$ cat src/rtl/spi_master_arb_if.sv
// Bundles the two requester handshakes, the tagged response and the SPI pins of spi_master_arb.
// The slave modport is the arbiter's view; the master modport is the host/board side.
interface spi_master_arb_if #(
   parameter int DATA_W = 8
);
   logic              req0_valid;
   logic [DATA_W-1:0] req0_data;
   logic              req0_ready;
   logic              req1_valid;
   logic [DATA_W-1:0] req1_data;
   logic              req1_ready;
   logic              rsp_valid;
   logic [DATA_W-1:0] rsp_data;
   logic              rsp_id;
   logic              busy;
   logic              o_sclk;
   logic              o_mosi;
   logic              o_ss;
   logic              i_miso;

   modport slave (
      input  req0_valid, req0_data, req1_valid, req1_data, i_miso,
      output req0_ready, req1_ready, rsp_valid, rsp_data, rsp_id, busy,
             o_sclk, o_mosi, o_ss
   );

   modport master (
      output req0_valid, req0_data, req1_valid, req1_data, i_miso,
      input  req0_ready, req1_ready, rsp_valid, rsp_data, rsp_id, busy,
             o_sclk, o_mosi, o_ss
   );
endinterface

$ cat src/rtl/spi_master_arb.sv
// Mode-0 SPI master (MSB first, one byte per SS frame) shared by two requesters, round-robin.
// Define SPI_LOOPBACK_EN to shift o_mosi into the receiver instead of i_miso (bring-up self-test).
module spi_master_arb #(
   parameter int CLK_DIV = 4,
   parameter int DATA_W  = 8
) (
   input  logic            clk,
   input  logic            rst,
   spi_master_arb_if.slave bus
);
   localparam int CNT_W = (CLK_DIV > 1) ? $clog2(CLK_DIV) : 1;
   localparam int BIT_W = $clog2(DATA_W + 1);

   typedef enum logic [2:0] {S_IDLE, S_SETUP, S_XFER, S_HOLD, S_GAP} state_t;

   state_t            state_q, state_d;
   logic [CNT_W-1:0]  div_cnt_q, div_cnt_d;
   logic [BIT_W-1:0]  bit_cnt_q, bit_cnt_d;
   logic              last_grant_q, last_grant_d;
   logic              busy_q, busy_d;
   logic              ss_q, ss_d;
   logic              sclk_q, sclk_d;
   logic              mosi_q, mosi_d;
   logic              rsp_valid_q, rsp_valid_d;
   logic              rsp_id_q, rsp_id_d;
   logic [DATA_W-1:0] rsp_data_q, rsp_data_d;
   logic [DATA_W-1:0] tx_sr_q, tx_sr_d;
   logic [DATA_W-1:0] rx_sr_q, rx_sr_d;
   logic              tick;
   logic              grant;
   logic              winner;
   logic              rx_in;

`ifdef SPI_LOOPBACK_EN
   logic unused_miso;
   assign unused_miso = bus.i_miso;
   assign rx_in       = mosi_q;
`else
   assign rx_in       = bus.i_miso;
`endif

   assign tick   = (div_cnt_q == CNT_W'(CLK_DIV - 1));
   // A tie goes to whichever requester was not served last; reset makes req0 win first.
   assign winner = (bus.req0_valid && bus.req1_valid) ? ~last_grant_q : bus.req1_valid;
   assign grant  = (state_q == S_IDLE) && (bus.req0_valid || bus.req1_valid) && !rst;

   assign bus.req0_ready = grant & ~winner;
   assign bus.req1_ready = grant &  winner;
   assign bus.rsp_valid  = rsp_valid_q;
   assign bus.rsp_data   = rsp_data_q;
   assign bus.rsp_id     = rsp_id_q;
   assign bus.busy       = busy_q;
   assign bus.o_sclk     = sclk_q;
   assign bus.o_mosi     = mosi_q;
   assign bus.o_ss       = ss_q;

   always_comb begin
      state_d      = state_q;
      div_cnt_d    = tick ? '0 : div_cnt_q + 1'b1;
      bit_cnt_d    = bit_cnt_q;
      last_grant_d = last_grant_q;
      busy_d       = busy_q;
      ss_d         = ss_q;
      sclk_d       = sclk_q;
      mosi_d       = mosi_q;
      rsp_valid_d  = 1'b0;
      rsp_id_d     = rsp_id_q;
      rsp_data_d   = rsp_data_q;
      tx_sr_d      = tx_sr_q;
      rx_sr_d      = rx_sr_q;

      case (state_q)
         S_IDLE: begin
            div_cnt_d = '0;
            if (grant) begin
               tx_sr_d      = winner ? bus.req1_data : bus.req0_data;
               mosi_d       = tx_sr_d[DATA_W-1];
               rsp_id_d     = winner;
               last_grant_d = winner;
               busy_d       = 1'b1;
               ss_d         = 1'b0;
               bit_cnt_d    = '0;
               state_d      = S_SETUP;
            end
         end
         S_SETUP: begin
            if (tick) begin
               sclk_d  = 1'b1;
               rx_sr_d = {rx_sr_q[DATA_W-2:0], rx_in};
               state_d = S_XFER;
            end
         end
         // Ticks alternate between the end of a high phase (fall) and the end of a low phase.
         S_XFER: begin
            if (tick) begin
               if (sclk_q) begin
                  sclk_d    = 1'b0;
                  tx_sr_d   = tx_sr_q << 1;
                  mosi_d    = tx_sr_q[DATA_W-2];
                  bit_cnt_d = bit_cnt_q + 1'b1;
               end else if (bit_cnt_q == BIT_W'(DATA_W)) begin
                  state_d = S_HOLD;
               end else begin
                  sclk_d  = 1'b1;
                  rx_sr_d = {rx_sr_q[DATA_W-2:0], rx_in};
               end
            end
         end
         S_HOLD: begin
            if (tick) begin
               ss_d        = 1'b1;
               rsp_valid_d = 1'b1;
               rsp_data_d  = rx_sr_q;
               state_d     = S_GAP;
            end
         end
         S_GAP: begin
            if (tick) begin
               busy_d  = 1'b0;
               state_d = S_IDLE;
            end
         end
         default: begin
            state_d = S_IDLE;
         end
      endcase
   end

   always_ff @(posedge clk or posedge rst) begin
      if (rst) begin
         state_q      <= S_IDLE;
         div_cnt_q    <= '0;
         bit_cnt_q    <= '0;
         last_grant_q <= 1'b1;
         busy_q       <= 1'b0;
         ss_q         <= 1'b1;
         sclk_q       <= 1'b0;
         mosi_q       <= 1'b0;
         rsp_valid_q  <= 1'b0;
         rsp_id_q     <= 1'b0;
         rsp_data_q   <= '0;
      end else begin
         state_q      <= state_d;
         div_cnt_q    <= div_cnt_d;
         bit_cnt_q    <= bit_cnt_d;
         last_grant_q <= last_grant_d;
         busy_q       <= busy_d;
         ss_q         <= ss_d;
         sclk_q       <= sclk_d;
         mosi_q       <= mosi_d;
         rsp_valid_q  <= rsp_valid_d;
         rsp_id_q     <= rsp_id_d;
         rsp_data_q   <= rsp_data_d;
      end
   end

   // Shift registers are fully overwritten by every frame, so they carry no reset.
   always_ff @(posedge clk) begin
      tx_sr_q <= tx_sr_d;
      rx_sr_q <= rx_sr_d;
   end
endmodule
$ cat src/flat_wrapper.sv
// flat-port wrapper written by rule: the top's interface ports become plain ports
module spi_master_arb_flat 
#(
   parameter int CLK_DIV = 4,
   parameter int DATA_W  = 8
)
  (clk, rst, bus_req0_valid, bus_req0_data, bus_req1_valid, bus_req1_data, bus_i_miso, bus_req0_ready, bus_req1_ready, bus_rsp_valid, bus_rsp_data, bus_rsp_id, bus_busy, bus_o_sclk, bus_o_mosi, bus_o_ss);
  spi_master_arb_if #(.DATA_W(DATA_W)) bus_i ();
  input  logic clk;
  input  logic rst;
  input wire logic [$bits(bus_i.req0_valid)-1:0] bus_req0_valid;
  input wire logic [$bits(bus_i.req0_data)-1:0] bus_req0_data;
  input wire logic [$bits(bus_i.req1_valid)-1:0] bus_req1_valid;
  input wire logic [$bits(bus_i.req1_data)-1:0] bus_req1_data;
  input wire logic [$bits(bus_i.i_miso)-1:0] bus_i_miso;
  output wire logic [$bits(bus_i.req0_ready)-1:0] bus_req0_ready;
  output wire logic [$bits(bus_i.req1_ready)-1:0] bus_req1_ready;
  output wire logic [$bits(bus_i.rsp_valid)-1:0] bus_rsp_valid;
  output wire logic [$bits(bus_i.rsp_data)-1:0] bus_rsp_data;
  output wire logic [$bits(bus_i.rsp_id)-1:0] bus_rsp_id;
  output wire logic [$bits(bus_i.busy)-1:0] bus_busy;
  output wire logic [$bits(bus_i.o_sclk)-1:0] bus_o_sclk;
  output wire logic [$bits(bus_i.o_mosi)-1:0] bus_o_mosi;
  output wire logic [$bits(bus_i.o_ss)-1:0] bus_o_ss;
  assign bus_i.req0_valid = bus_req0_valid;
  assign bus_i.req0_data = bus_req0_data;
  assign bus_i.req1_valid = bus_req1_valid;
  assign bus_i.req1_data = bus_req1_data;
  assign bus_i.i_miso = bus_i_miso;
  assign bus_req0_ready = bus_i.req0_ready;
  assign bus_req1_ready = bus_i.req1_ready;
  assign bus_rsp_valid = bus_i.rsp_valid;
  assign bus_rsp_data = bus_i.rsp_data;
  assign bus_rsp_id = bus_i.rsp_id;
  assign bus_busy = bus_i.busy;
  assign bus_o_sclk = bus_i.o_sclk;
  assign bus_o_mosi = bus_i.o_mosi;
  assign bus_o_ss = bus_i.o_ss;
  spi_master_arb #(.CLK_DIV(CLK_DIV), .DATA_W(DATA_W)) u_core (.clk(clk), .rst(rst), .bus(bus_i));
endmodule
$ cat config.mk
export PLATFORM = sky130hd
export DESIGN_NAME = spi_master_arb_flat
export DESIGN_NICKNAME = d
export VERILOG_FILES = /design/src/rtl/spi_master_arb_if.sv /design/src/rtl/spi_master_arb.sv /design/src/flat_wrapper.sv
export SDC_FILE = /design/constraint.sdc
export NUM_CORES = 1
export LEC_CHECK = 0
export ABC_AREA = 1
export CORE_MARGIN = 3
export CORE_UTILIZATION = 45
export CTS_BUF_LIST = sky130_fd_sc_hd__clkbuf_4 sky130_fd_sc_hd__clkbuf_8 sky130_fd_sc_hd__clkbuf_16
export CTS_CLUSTER_DIAMETER = 60
export CTS_CLUSTER_SIZE = 8
export DETAILED_ROUTE_END_ITERATION = 7
export GPL_TIMING_DRIVEN = 0
export PLACE_DENSITY = 0.72
export SKIP_LAST_GASP = 1
export SYNTH_ARGS = -nofsm -noshare
export SYNTH_HDL_FRONTEND = slang
export SYNTH_SLANG_ARGS = --single-unit
$ cat constraint.sdc
create_clock -name clk -period 3.25 [get_ports clk]
set_input_delay 0.975 -clock clk [delete_from_list [all_inputs] [get_ports clk]]
set_output_delay 0.975 -clock clk [all_outputs]
set_load 0.02 [all_outputs]
==> results of run 1 <==
critical path, stage by stage:
cell             delay, ps
clkdlybuf4s50_1        510
nor2_1                  70
nor2_2                 140
nand2_4                 90
inv_2                   50
nand2_1                 80
inv_1                   70
buf_2                  160
cell families after synthesis:
| kind of cell | after synthesis | share of synthesized area |
|---|---|---|
| simple gates | 100 | 0.2664 |
| flops | 39 | 0.6062 |
| buf+inv | 19 | 0.04823 |
| compound gates | 14 | 0.04752 |
| fa+ha+maj | 3 | 0.02160 |
| xor+xnor | 2 | 0.01008 |
cell usage in the layout (no fill, tap or decap), drive strengths merged, types with 2 or more instances in the layout:
master,n
nand2,66
edfxtp,15
nor2,19
nor3,2
nand3,10
ha,3
clkinv,3
o21ai,5
a31oi,6
clkdlybuf4s50,34
buf,7
clkbuf,8
nand4,2
dfrtp,22
o22ai,2
inv,15
dfstp,2
sequential cells by signal, indices dropped and copies added, names as in the netlist, 2 cells and up:
name and cells:
u_core.rx_sr_q 8, u_core.state_q 3, u_core.bus.rsp_data 8, u_core.div_cnt_q 2, u_core.tx_sr_q 7, u_core.bit_cnt_q 4
what timing repair did:
action                     CTS  global route
hold buffers                 0             0
gates resized for setup      7             3
setup buffers                4             0
setup endpoints to repair    2             2
pin swaps                    2             1
final cells by class:
| cell class | instances | area (um^2) | area share |
|---|---|---|---|
| well taps | 46 | 57.56 | 0.02533 |
| flip-flops and latches | 39 | 1054 | 0.4637 |
| repair buffers | 40 | 380.4 | 0.1674 |
| clock inverters | 1 | 5.005 | 0.002203 |
| plain buffers | 2 | 15.01 | 0.006608 |
| multi-input cells | 119 | 605.6 | 0.2665 |
| clock buffers | 7 | 83.83 | 0.03689 |
| inverters | 17 | 71.32 | 0.03139 |
report_power, final:
group	switching (mW)	internal, mW
logic	0.447	0.315
registers	0.0967	0.686
clock network	0.163	0.167
total	0.706	1.17
final timing paths:
kind | to | start | slack [ps] | cells past startpoint
worst min-delay path | u_core.div_cnt_q[0] | u_core.div_cnt_q[0] | 440 | 1
worst max register to register | u_core.rx_sr_q[3] | u_core.div_cnt_q[0] | 1530 | 5
worst min register to register | u_core.div_cnt_q[0] | u_core.div_cnt_q[0] | 440 | 1
worst max-delay path | bus_req1_ready | bus_req1_valid | 130 | 8
min in group asynchronous | u_core.bus.rsp_data[3] | rst | 1250 | 2
max in group asynchronous | u_core.bus.rsp_data[2] | rst | 1430 | 2
per-stage QoR:
step	power, mW	setup slack [ps]	area, um^2	TNS (ps)	cells
6_report	1.874	127.1	2272	0	271
2_1_floorplan	1.260	624.8	1738	0	177
4_1_cts	1.895	3.832	2282	0	271
3_3_place_gp	1.507	-447.7	2156	-856.5	259
5_1_grt	2.026	55.11	2272	0	271
3_5_place_dp	1.546	-467.7	2156	-834.2	259
layer usage:
metal	wire [um]	vias up	share of wire	GRT usage
met4	91	0	0.024	0.09181
li1	-	668	-	-
met3	244	10	0.065	0.06240
met2	1874	34	0.50	0.3273
met1	1558	639	0.41	0.2107
met5	0	-	0	0
==> results.txt, run 1 <==
The share of final-layout standard cells stronger than drive strength 1 came out at 0.1556. Summed over all cells, the static leakage comes to slightly above 1 nW. The number of clock buffers added by TritonCTS is 5. The die height is just under 70 um. For this run, the leading register cell type out of synthesis is dfrtp_1.

After detailed routing, the average wire length per cell comes to approximately 14 um. The count of TritonRoute iterations in the first routing pass came out at 4. Routability-driven placement finished with a final weighted congestion of about 0.75.

nand2_1 is the most common cell in the netlist. The residual DRC count is 0. The clock root buffer is clkbuf_8. The maximum fanout count along the critical path came out at 4. Synthesis produced a netlist with a net count of approximately 200. The max-slew violation count is 0. The nature of the critical path startpoint is an input port.

The maximum clock path buffer count came out at 2. The count of input and output buffers is 36. TritonCTS built the clock tree. The first-pass GRT wire length is approximately 6.3 mm. The highest ir drop seen on vdd came out at ~0.37 mV. The worst hold slack came out at between 400 and 500 ps. The initial utilization of the core area, before any placement, comes to 0.4936. Of all cell types, the one taking the most synthesized area is dfrtp_1. The commonest cells after synthesis are 62 x nand2_1, 22 x dfrtp_1, 15 x edfxtp_1, 14 x nor2_1, 12 x inv_1. The final wirelength is 3.768 mm. In this run, synthesis produced a sequential element count of 39. The repair_antennas step left the layout with diodes totalling 0. The clock-pin slew of the registers on the worst-case setup and hold paths came out at approximately 70 ps. The hold violation total from the final report is 0. The final count of negative-setup-slack endpoints came out at 0. The clock reaches the later pin of the worst-skew pair after roughly 290 ps. The die extent in x is 68.15 um. The via density per instance came out at approximately 5.0. The average cell area after synthesis is just under 10 um^2. The maximum number of pins on one net before global-route repair is 25.

The final core utilization is 0.6453. Detailed routing inserted a total of 1,351 vias. For this design the ratio of total power to cell area is roughly 820 nW/um^2. Static timing analysis puts the maximum clock frequency at approximately 320 MHz. The tightest min-delay check is of the register to register type. The total congestion overflow is 0.

The distinct cell type count after synthesis is 27. The overall track demand over capacity in global routing is 0.1903. The number of max-capacitance violations reported came out at 0. The number of standard cells after synthesis is ~180. The signed area change from the synthesized netlist to the final layout came out at 30.74%. The total of warnings raised by yosys is 0.

The net count of the finished layout is 248. The half-perimeter wire length of the detailed placement result came out at between 2 and 3 mm. The layout has ~290 filler cells. The number of DRC markers in iteration 0 came out at 71. The worst setup path is of the input port to output pin kind.

The required time of the worst setup path came out at around 2300 ps. The total area inside the core boundary comes to 3521 um^2. The worst setup path is captured at an output pin.

After synthesis, the cell types taking the most area are dfrtp_1 32%, edfxtp_1 26%, nand2_1 13%, dfstp_2 3.0%, nor2_1 3.0%. The share of synthesized area in the top cell type comes to 0.3168. The number of placed I/O pins came out at 37. The antenna violation net count after detailed routing came out at 0. The count of flip-flops with a built-in enable after synthesis is 15. The full die area came out at 4644 um^2. For this run, the register share of the synthesized area comes to 0.6062.

The smallest clock period supported by the final layout is computed as 3123 ps. The data arrival time at the worst-slack endpoint is ~2200 ps. Between clock sinks in the finished design, the worst skew comes to between 3 and 4 ps. The flow ran to the end, and the final reports show no timing, DRC or antenna violations. The worst slew margin relative to its limit is 0.3873. Of all flip-flops after synthesis, the portion carrying an async set or reset was 0.6154. For this design, the sink count on the clock tree is 39. The synthesized cell area came out at 1738 um^2. The number of H-tree levels is 2. The number of global-route vias before repair is around 1,400. The site row count came out at 21. Setup repair after global routing left no endpoint under its margin. The number of antenna violations at the first check in global routing came out at 0. The share of the clock period used by the worst path is 0.9609.

At the pin with the least slew margin, the transition time is 918.0 ps.
No activity file was read; power rests on OpenSTA's default activity.
==> run 2, diff against run 1 <==
--- a/config.mk
+++ b/config.mk
@@ -13,7 +13,8 @@
 export CTS_CLUSTER_SIZE = 8
 export DETAILED_ROUTE_END_ITERATION = 7
 export GPL_TIMING_DRIVEN = 0
-export PLACE_DENSITY = 0.72
+export PLACE_DENSITY = 0.75
+export RECOVER_POWER = 50
 export SKIP_LAST_GASP = 1
 export SYNTH_ARGS = -nofsm -noshare
 export SYNTH_HDL_FRONTEND = slang
==> constraint.sdc (replaced) <==
create_clock -name clk -period 2.69 [get_ports clk]
set_input_delay 0.807 -clock clk [delete_from_list [all_inputs] [get_ports clk]]
set_output_delay 0.807 -clock clk [all_outputs]
set_load 0.02 [all_outputs]
==> run 2 against run 1 <==
Worst setup slack better by 5.2 ps; global-route usage down 1.8 points; final cell count grew 0.37%; worst hold slack better by 9.5 ps; routed wire length shrank 7.0%.
==> results.txt, run 2 (synthesized netlist as in run 1, its figures left out) <==
The clock sink total is 39 (unchanged). The number of nets in the layout is 249 (+0.40%). The overall track demand over capacity in global routing is 0.1719 (-0.01848).

The maximum fanout count along the critical path came out at 4 (unchanged). The worst hold slack came to 447.6 ps (+9.521 ps). The worst setup timing slack at the placement stage is -719.4 ps (-251.7 ps). The number of antenna violations at the first check in global routing came to 0 (unchanged). The half-perimeter wire length of the detailed placement result was 2.448 mm (-9.6%). The number of buffer and inverter stages on the critical path came out at 4 (unchanged). The library cell used most frequently in the layout, excluding fill and tap cells, is nand2_1. The last weighted congestion value of the routability-driven placer came out at 0.7224 (-3.6%). The via density per instance came out at 4.835 (-3.0%). The number of buffers added by the clock tree synthesis step is 5 (unchanged). On the critical path the largest part of the delay comes from buffers and inverters. The number of H-tree levels came out at 2 (unchanged). The final wirelength came out at 3.505 mm (-7.0%).

The critical-path cell with the highest stage delay is clkdlybuf4s50_1. The residual DRC count is 0 (unchanged). The starting density of the core is 0.4936 (unchanged). The average wire per cell in the routed design came out at 12.89 um (-7.3%). STA classifies the critical path endpoint as an output pin. Of the available clock period, the critical path in the final layout requires 0.9508.

The area of the core came out at 3521 um^2 (unchanged). STA classifies the critical path startpoint as an input port. The number of max-capacitance violations reported is 0 (unchanged). The data arrival time at the worst-slack endpoint came out at 1750 ps (-400 ps).

The total power per unit cell area came out at 980.3 nW/um^2 (+19%). The maximum number of pins on one net before global-route repair came to 25 (unchanged). The full die area is 4644 um^2 (unchanged). The first-pass GRT wire length is 5.844 mm (-7.9%).

The area growth from synthesis to layout is 31.03%. The number of global-route vias before repair came out at 1,271 (-12%). The worst slew margin relative to its limit was 0.3916 (+0.004256).

The total number of vias is 1,315 (-2.7%). The highest ir drop seen on vdd is 0.6238 mV (+70%). The shortest clock period the worst path allows after layout is approximately 2600 ps. The worst clock skew was 8.594 ps (+5.076 ps).

The top achievable clock speed is approximately 400 MHz. The total of hold buffers inserted after clock tree synthesis is 0 (unchanged). The max-slew violation count was 0 (unchanged). The required time of the worst setup path is 1880 ps (-390 ps). The site row count came out at 21 (unchanged). The flow ran to the end, and the final reports show no timing, DRC or antenna violations.

The count of TritonRoute iterations in the first routing pass came out at 4 (unchanged). The number of diodes is 0 (unchanged). The count of input and output buffers is 36 (unchanged). The hold violation total from the final report came out at 0 (unchanged). The number of DRC markers in iteration 0 came to 92 (+30%).

The tree is rooted in a clkbuf_8. The die height came to 68.15 um (unchanged). In this run the critical register-to-register path is launched from u_core.state_q[1]. Setup repair after global routing left no endpoint under its margin.

The clock-pin slew of the registers on the worst-case setup and hold paths is 70 ps (about the same). The actual transition at the worst max-transition pin came out at 911.6 ps (-6.378 ps). The total congestion overflow is 0 (unchanged). The launch instance of the worst min-delay path is u_core.div_cnt_q[0]. The share of final-layout standard cells stronger than drive strength 1 came out at 0.1504 (-0.005113).

The clock insertion delay at the later pin of the skew report was 290 ps (about the same). The leakage power of the design came out at 1.035 nW (+0.28%). The antenna violation net count after detailed routing came out at 0 (unchanged). The TritonCTS clock tree is built.

The min-delay analysis places its worst path in the category register to register. The worst setup path is of the input port to output pin kind. The die extent in x is 68.15 um (unchanged). The final sum of negative setup slack came out at 0 ps (unchanged). The final count of negative-setup-slack endpoints is 0 (unchanged). In this design, the critical path's most frequently occurring cell is inv_2.

The signal on the critical path passes through clkdlybuf4s50_1 > nor2_4 > nand2_4 > inv_2 > nand2_2 > inv_2 > buf_6. The maximum clock path buffer count is 2 (unchanged). The maximum cell stage delay along the critical path came to 470 ps (-40 ps). The critical path starts at rst. The slack of the critical path came out at 132.3 ps (+5.208 ps).

The top cell types in the final layout, fill and taps aside, are 61 x nand2_1, 31 x clkdlybuf4s50_1, 22 x dfrtp_1, 15 x edfxtp_1, 14 x nor2_1. The number of placed I/O pins came out at 37 (unchanged).
-- run 2: cell types whose count changed in the layout (fill, tap and decap cells not counted), sizes merged --
cell / delta
clkdlybuf4s50: -3
dlygate4sd2: +2
clkinvlp: +1
dlygate4sd3: +1
-- run 2: cell type report --
cell class              count  area, um^2
fillers                   313        1244
flip-flops and latches     39        1054
multi-input cells         119       603.1
repair buffers             41       387.9
clock buffers               6       76.32
inverters                  17       71.32
well taps                  46       57.56
plain buffers               2       15.01
clock inverters             2       12.51
-- run 2: repair_timing --
| action | in CTS | in global routing |
|---|---|---|
| resized for setup | 18 | 1 |
| setup endpoints to repair | 2 | 1 |
| gates cloned | 0 | 0 |
| setup buffers | 5 | 0 |
| pin swaps | 2 | 0 |
-- run 2: final timing paths --
kind | cells past startpoint | to | slack [ps]
max | 7 | bus_req1_ready | 130
min | 1 | u_core.div_cnt_q[0] | 450
max reg2reg | 6 | u_core.tx_sr_q[2] | 650
min reg2reg | 1 | u_core.div_cnt_q[0] | 450
max in group asynchronous | 2 | u_core.bit_cnt_q[1] | 1000
min in group asynchronous | 2 | u_core.bus.rsp_data[7] | 1110
-- run 2: per-stage QoR --
| stage | area, um^2 | util | instances | power [mW] |
|---|---|---|---|---|
| after CTS | 2291 | 0.6507 | 272 | 2.274 |
| after detailed placement | 2156 | 0.6123 | 259 | 1.853 |
| after global placement | 2156 | 0.6123 | 259 | 1.833 |
| after global routing | 2277 | 0.6468 | 272 | 2.404 |
| after floorplan | 1738 | - | 177 | 1.522 |
| final | 2277 | 0.6468 | 272 | 2.232 |
-- run 2: worst reg2reg max path, stage by stage, from the launching register on --
cell and delay (ps):
dfrtp_1 440, nor2_1 370, nand2_4 90, inv_1 160, nand2_4 90, clkbuf_1 190
nand2_1 380
-- run 2: per-layer routing --
metal,share of wire,global-route usage,vias to the layer above
li1,-,-,670
met1,0.47,0.2355,605
met2,0.45,0.2696,35
met3,0.068,0.03777,5
met4,0.010,0.05955,0
met5,0,0,-
-- run 2: power by group --
| group | internal (mW) | switching, mW |
|---|---|---|
| sequential | 0.829 | 0.105 |
| clock | 0.191 | 0.198 |
| combinational | 0.375 | 0.535 |
| total | 1.39 | 0.838 |
